$ cat src/rtl/regfile_pkg.sv
// ---------------------------------------------------------------------------
// regfile_pkg
// Shared definitions for the multi-port register file and its dump engine:
//   - default data width, register count and read-port count
//   - dump engine state encoding
// ---------------------------------------------------------------------------
package regfile_pkg;

    localparam int XLEN_DEFAULT  = 32;
    localparam int NREGS_DEFAULT = 32;
    localparam int NRD_DEFAULT   = 2;

    typedef enum logic [1:0] {
        IDLE   = 2'd0,
        STREAM = 2'd1,
        DONE   = 2'd2
    } dump_state_e;

endpackage

$ cat src/rtl/regfile_dump_fsm.sv
// ---------------------------------------------------------------------------
// regfile_dump_fsm
// Sequencer that walks register indices 0..NREGS-1 under a valid/ready
// handshake and pulses done one cycle after the last beat is accepted.
//
// Ports
//   clk    in   clock, rising edge
//   rst    in   synchronous active-high reset
//   start  in   one-cycle dump request (honoured only in IDLE)
//   ready  in   consumer accepts the current beat
//   valid  out  beat present (STREAM)
//   busy   out  engine not IDLE
//   done   out  one-cycle pulse after the final beat
//   idx    out  index of the current beat
// ---------------------------------------------------------------------------
module regfile_dump_fsm
    import regfile_pkg::*;
#(
    parameter int NREGS = NREGS_DEFAULT,
    parameter int AW    = $clog2(NREGS)
) (
    input  logic          clk,
    input  logic          rst,
    input  logic          start,
    input  logic          ready,
    output logic          valid,
    output logic          busy,
    output logic          done,
    output logic [AW-1:0] idx
);

    localparam logic [AW-1:0] LAST_IDX = AW'(NREGS - 1);

    dump_state_e   state, state_next;
    logic [AW-1:0] count, count_next;

    // NOTE: state registers use non-blocking assignments so every flop
    // samples the pre-edge values regardless of process ordering.
    always_ff @(posedge clk) begin
        if (rst) begin
            state <= IDLE;
            count <= '0;
        end else begin
            state <= state_next;
            count <= count_next;
        end
    end

    // NOTE: every output of this block is given a default first, so no path
    // through the case statement can leave a variable unassigned (no latch).
    always_comb begin
        state_next = state;
        count_next = count;
        valid      = 1'b0;
        busy       = 1'b0;
        done       = 1'b0;

        unique case (state)
            IDLE: begin
                if (start) begin
                    state_next = STREAM;
                    count_next = '0;
                end
            end
            STREAM: begin
                valid = 1'b1;
                busy  = 1'b1;
                if (ready) begin
                    // NREGS is a power of two, so the increment after the
                    // last index wraps the counter back to 0 by itself.
                    count_next = count + AW'(1);
                    if (count == LAST_IDX) begin
                        state_next = DONE;
                    end
                end
            end
            DONE: begin
                done       = 1'b1;
                busy       = 1'b1;
                state_next = IDLE;
            end
            default: begin
                state_next = IDLE;
            end
        endcase

        // Outputs read as idle for the whole reset cycle, not only after the
        // reset edge has been taken.
        if (rst) begin
            valid = 1'b0;
            busy  = 1'b0;
            done  = 1'b0;
        end
    end

    assign idx = rst ? '0 : count;

endmodule

$ cat src/rtl/regfile_multiport.sv
// ---------------------------------------------------------------------------
// regfile_multiport
// Register file with one write port, NRD combinational read ports with
// write-first bypass, a hard-wired zero register 0, and a handshaked dump
// stream that reads out every register in ascending order.
//
// Ports
//   clk          in   clock, rising edge
//   rst          in   synchronous active-high reset
//   rsAddr       in   [NRD][AW]   read address per port
//   rsData       out  [NRD][XLEN] read data per port (combinational)
//   rd           in   [AW]        write address
//   writeEnable  in   write strobe
//   data         in   [XLEN]      write data
//   dumpStart    in   one-cycle dump request
//   dumpReady    in   consumer accepts dump beat
//   dumpValid    out  dump beat present
//   dumpIdx      out  [AW]        index of current beat
//   dumpData     out  [XLEN]      value of current beat
//   dumpBusy     out  dump engine active
//   dumpDone     out  one-cycle pulse after the final beat
// ---------------------------------------------------------------------------
module regfile_multiport
    import regfile_pkg::*;
#(
    parameter int XLEN  = XLEN_DEFAULT,
    parameter int NREGS = NREGS_DEFAULT,
    parameter int NRD   = NRD_DEFAULT,
    parameter int AW    = $clog2(NREGS)
) (
    input  logic                     clk,
    input  logic                     rst,
    input  logic [NRD-1:0][AW-1:0]   rsAddr,
    output logic [NRD-1:0][XLEN-1:0] rsData,
    input  logic [AW-1:0]            rd,
    input  logic                     writeEnable,
    input  logic [XLEN-1:0]          data,
    input  logic                     dumpStart,
    input  logic                     dumpReady,
    output logic                     dumpValid,
    output logic [AW-1:0]            dumpIdx,
    output logic [XLEN-1:0]          dumpData,
    output logic                     dumpBusy,
    output logic                     dumpDone
);

    logic [XLEN-1:0] regs [NREGS];
    logic            write_hit;

    assign write_hit = writeEnable && (rd != '0);

    // NOTE: the array is built from flops rather than a RAM macro because
    // reset must clear every register; a plain RAM would carry no reset.
    always_ff @(posedge clk) begin
        if (rst) begin
            for (int i = 0; i < NREGS; i++) begin
                regs[i] <= '0;
            end
        end else if (write_hit) begin
            regs[rd] <= data;
        end
    end

    // Read ports: register 0 forced to zero, then write-first bypass, then
    // the array. The bypass is suppressed during reset since that write is
    // discarded.
    always_comb begin
        for (int p = 0; p < NRD; p++) begin
            rsData[p] = '0;
            if (!rst && rsAddr[p] != '0) begin
                if (write_hit && rsAddr[p] == rd) begin
                    rsData[p] = data;
                end else begin
                    rsData[p] = regs[rsAddr[p]];
                end
            end
        end
    end

    regfile_dump_fsm #(
        .NREGS (NREGS),
        .AW    (AW)
    ) u_dump_fsm (
        .clk   (clk),
        .rst   (rst),
        .start (dumpStart),
        .ready (dumpReady),
        .valid (dumpValid),
        .busy  (dumpBusy),
        .done  (dumpDone),
        .idx   (dumpIdx)
    );

    // Dump beats read the array directly with no bypass: a beat shows what
    // the array holds on its transfer cycle.
    assign dumpData = (dumpValid && dumpIdx != '0) ? regs[dumpIdx] : '0;

endmodule
$ cat config.mk
export PLATFORM = sky130hd
export DESIGN_NAME = regfile_multiport
export DESIGN_NICKNAME = d
export VERILOG_FILES = /design/src/rtl/regfile_pkg.sv /design/src/rtl/regfile_dump_fsm.sv /design/src/rtl/regfile_multiport.sv
export SDC_FILE = /design/constraint.sdc
export NUM_CORES = 2
export LEC_CHECK = 0
export CAP_MARGIN = 10
export CORE_UTILIZATION = 55
export DETAILED_ROUTE_END_ITERATION = 10
export HOLD_SLACK_MARGIN = 0.15
export PLACE_DENSITY_LB_ADDON = 0.25
export RECOVER_POWER = 25
export SKIP_LAST_GASP = 1
export SYNTH_ARGS = -nofsm -noshare
export SYNTH_HDL_FRONTEND = slang
export SYNTH_SLANG_ARGS = --single-unit
export TNS_END_PERCENT = 10
$ cat constraint.sdc
create_clock -name clk -period 8.6 [get_ports clk]
set_input_delay 0.86 -clock clk [delete_from_list [all_inputs] [get_ports clk]]
set_output_delay 0.86 -clock clk [all_outputs]
set_load 0.01 [all_outputs]
==> impl_metrics.json <==
{
  "timing.critical_path.required_ps": 7740,
  "skew_ps": 17.3,
  "synthesis.yosys.warnings": 0,
  "final_min_period_over_clock_period_pct": 84.5,
  "cp_max_fo": 66,
  "die-height_um": 347,
  "relSlewSlack_pct": -174,
  "number_of_global_route_vias_before_repair": 49800,
  "place.gp.congestion": 0.923,
  "final_cell_area_um2": 72300,
  "synthCells": 5126,
  "core_um2": 118000,
  "max_freq_mhz": 138,
  "reg2regPathDepth": 8,
  "timing.max_cap.violations": 23,
  "cts_tree": "done",
  "die_area_um2": 121000,
  "route.detailed.wl_per_inst_um": 39.2,
  "cp.arrival_ps": 6410,
  "setup.worst_path.end": "dumpData[13]",
  "antenna_found_initial": 12,
  "clkLatencyLatePin_ps": 740,
  "ir_drop_v": 0.000171,
  "cellLeakagePower_uw": 0.0242,
  "tritoncts.num_buffers": 114,
  "num-nets-final": 5036,
  "final_antenna_net_count": 0,
  "grt.overflow.total": 0,
  "initial_core_util_pct": 55.5,
  "grt_usage_pct": 42.3,
  "critical_path_class": "primary input to output pin",
  "avgSynthCellArea_um2": 12.8,
  "setup_viol": 0,
  "finalHoldViolCount": 0,
  "area_delta_synth_final_pct": 10.1,
  "ctsResizeCount": 0,
  "cellPowerDensity_nw_per_um2": 179,
  "die_w_um": 347,
  "avgViaCountPerCell": 7.86,
  "total_wire_length_after_detailed_routing_mm": 259,
  "worst_setup_path_startpoint": "rst",
  "first_iter_violations": 10200,
  "grt_first_pass_wirelength_mm": 363,
  "rsz0062_at_grt": "false",
  "timing.rr.end": "u_dump_fsm.state[0]",
  "via_count": 52100,
  "hold_buffers": 0,
  "r2r-start": "u_dump_fsm.count[0]",
  "synthFlopType": "sky130_fd_sc_hd__edfxtp_1",
  "hp-class": "register to register",
  "cts.sink_count": 1031,
  "cts_clk_pin_slew_worst_paths_ps": 60,
  "kind_of_start_point_of_the_critical_path": "primary input",
  "hold-worst-slack_ps": 550,
  "std_cell_rows": 126,
  "pin_count_of_the_biggest_net_entering_global_routing": 115,
  "synth-seq-area-share_pct": 47.1,
  "outcome": "finished, violations left",
  "synth_enable_flop_cells": 1024,
  "tns_ps": 0,
  "netlist_area_um2": 65600,
  "timing.critical_path.to_type": "output pin",
  "failed_checks": "capacitance limit, slew limit",
  "async_flop_share_pct": 0,
  "post-cts-setup-buffer-count": 0,
  "top_level_ports": 156,
  "drive_gt1_share_pct": 17.4,
  "cts_buffer_depth": 3,
  "fin_crit_ps": 7270,
  "r2r_slack_ps": 5580,
  "detail_route.drc_violations": 0,
  "placed_area_um2": 68700,
  "dp_hpwl_mm": 144,
  "synth_cell_type_count": 54,
  "dr.pass1.iters": 10,
  "slew_viol_final": 583,
  "clock-root-buffer": "sky130_fd_sc_hd__clkbuf_16",
  "io_buffers": 155,
  "timing_worst_slew_pin_value_ps": 4120,
  "h_tree_levels": 3,
  "synth.ff_latch_count": 1031
}
==> power by group <==
| group | switching, uW | total (uW) | internal (uW) |
|---|---|---|---|
| clock network | 2140 | 4920 | 2790 |
| registers | 231 | 6050 | 5810 |
| logic | 1170 | 1980 | 808 |
==> critical path, cell delays in order <==
cell and delay [ps]:
sky130_fd_sc_hd__buf_6 290, sky130_fd_sc_hd__inv_4 450, sky130_fd_sc_hd__buf_4 510, sky130_fd_sc_hd__clkbuf_1 2400
sky130_fd_sc_hd__o22ai_1 350, sky130_fd_sc_hd__o211ai_1 490, sky130_fd_sc_hd__a32o_1 380, sky130_fd_sc_hd__clkdlybuf4s50_1 590
==> kinds of logic (layout without fill, tap and decap cells) <==
family	after synthesis	count (layout)	synth area share [%]
xor+xnor	10	10	0.133
compound gates	1033	1033	12.0
other cells	1	46	0.00571
mux	1024	1024	24.3
simple gates	1401	1401	12.5
flops	1031	1031	47.1
buf+inv	620	535	3.90
fa+ha+maj	6	6	0.114
==> worst min path at each step <==
| stage | startpoint | cells past startpoint | to |
|---|---|---|---|
| after detailed placement | u_dump_fsm.state[1] | 2 | u_dump_fsm.state[1] |
| after CTS | u_dump_fsm.state[1] | 2 | u_dump_fsm.state[1] |
| final | u_dump_fsm.state[1] | 2 | u_dump_fsm.state[1] |
| after floorplan | u_dump_fsm.state[0] | 2 | u_dump_fsm.state[0] |
| after global routing | u_dump_fsm.state[1] | 2 | u_dump_fsm.state[1] |
| after global placement | u_dump_fsm.state[0] | 2 | u_dump_fsm.state[0] |
==> registers in the layout (all words and copies together), names as in the netlist <==
signal / cells
regs: 1024
u_dump_fsm.state: 2
u_dump_fsm.count: 5
==> per-stage QoR <==
stage               util (%)  worst slack, ps  total power [uW]  cells
global route            61.1             1350             13200   6608
global placement        58.1             2680              7990   6397
floorplan                  -             4140              7300   5157
finish                  61.1             1330             13000   6622
CTS                     61.2             2400             12800   6607
detailed placement      58.1             2760              8030   6397
==> Yosys cell counts, drive strengths merged, types with 34 or more instances <==
master | count | area share, %
nor2 | 101 | 0.58
buf | 179 | 1.4
mux4 | 453 | 16
nand3 | 39 | 0.30
a22oi | 95 | 1.1
nor2b | 71 | 0.68
a221oi | 159 | 2.1
a221o | 125 | 1.9
or2 | 64 | 0.61
o22a | 62 | 0.83
edfxtp | 1024 | 47
and2 | 995 | 9.5
a21oi | 101 | 0.77
mux2i | 570 | 8.7
o22ai | 34 | 0.32
clkbuf | 426 | 2.4
a211oi | 129 | 1.5
o21ai | 129 | 0.98
nand2 | 105 | 0.60
==> final cells by class <==
cell class,count,area (um2)
Sequential cell,1031,30900
Clock buffer,138,2990
Timing Repair Buffer,310,2830
Clock inverter,72,659
Multi-Input combinational cell,3506,32900
Antenna cell,14,35.0
Fill cell,8943,45900
Inverter,15,65.1
Tap cell,1536,1920
==> metal layers <==
layer | wire length [um] | GRT usage [%] | vias to the layer above
met5 | 66 | 0.240 | -
met4 | 20800 | 29.0 | 8
met3 | 41300 | 14.2 | 1299
met2 | 111000 | 61.2 | 5370
met1 | 86000 | 53.7 | 25500
li1 | - | - | 19900
==> cell usage in the layout, fill, tap and decap left out, drive strengths merged, types with 34 or more instances in the layout <==
| master | count |
|---|---|
| o22a | 62 |
| a22oi | 95 |
| a211oi | 129 |
| mux4 | 453 |
| edfxtp | 1024 |
| o22ai | 34 |
| a221o | 125 |
| o21ai | 129 |
| nor2 | 101 |
| nand3 | 39 |
| clkdlybuf4s50 | 143 |
| or2 | 64 |
| buf | 151 |
| a21oi | 101 |
| nand2 | 105 |
| mux2i | 570 |
| a221oi | 159 |
| and2 | 995 |
| clkbuf | 151 |
| clkinv | 52 |
| nor2b | 71 |
Note: power is estimated with default switching activity, not from simulation.
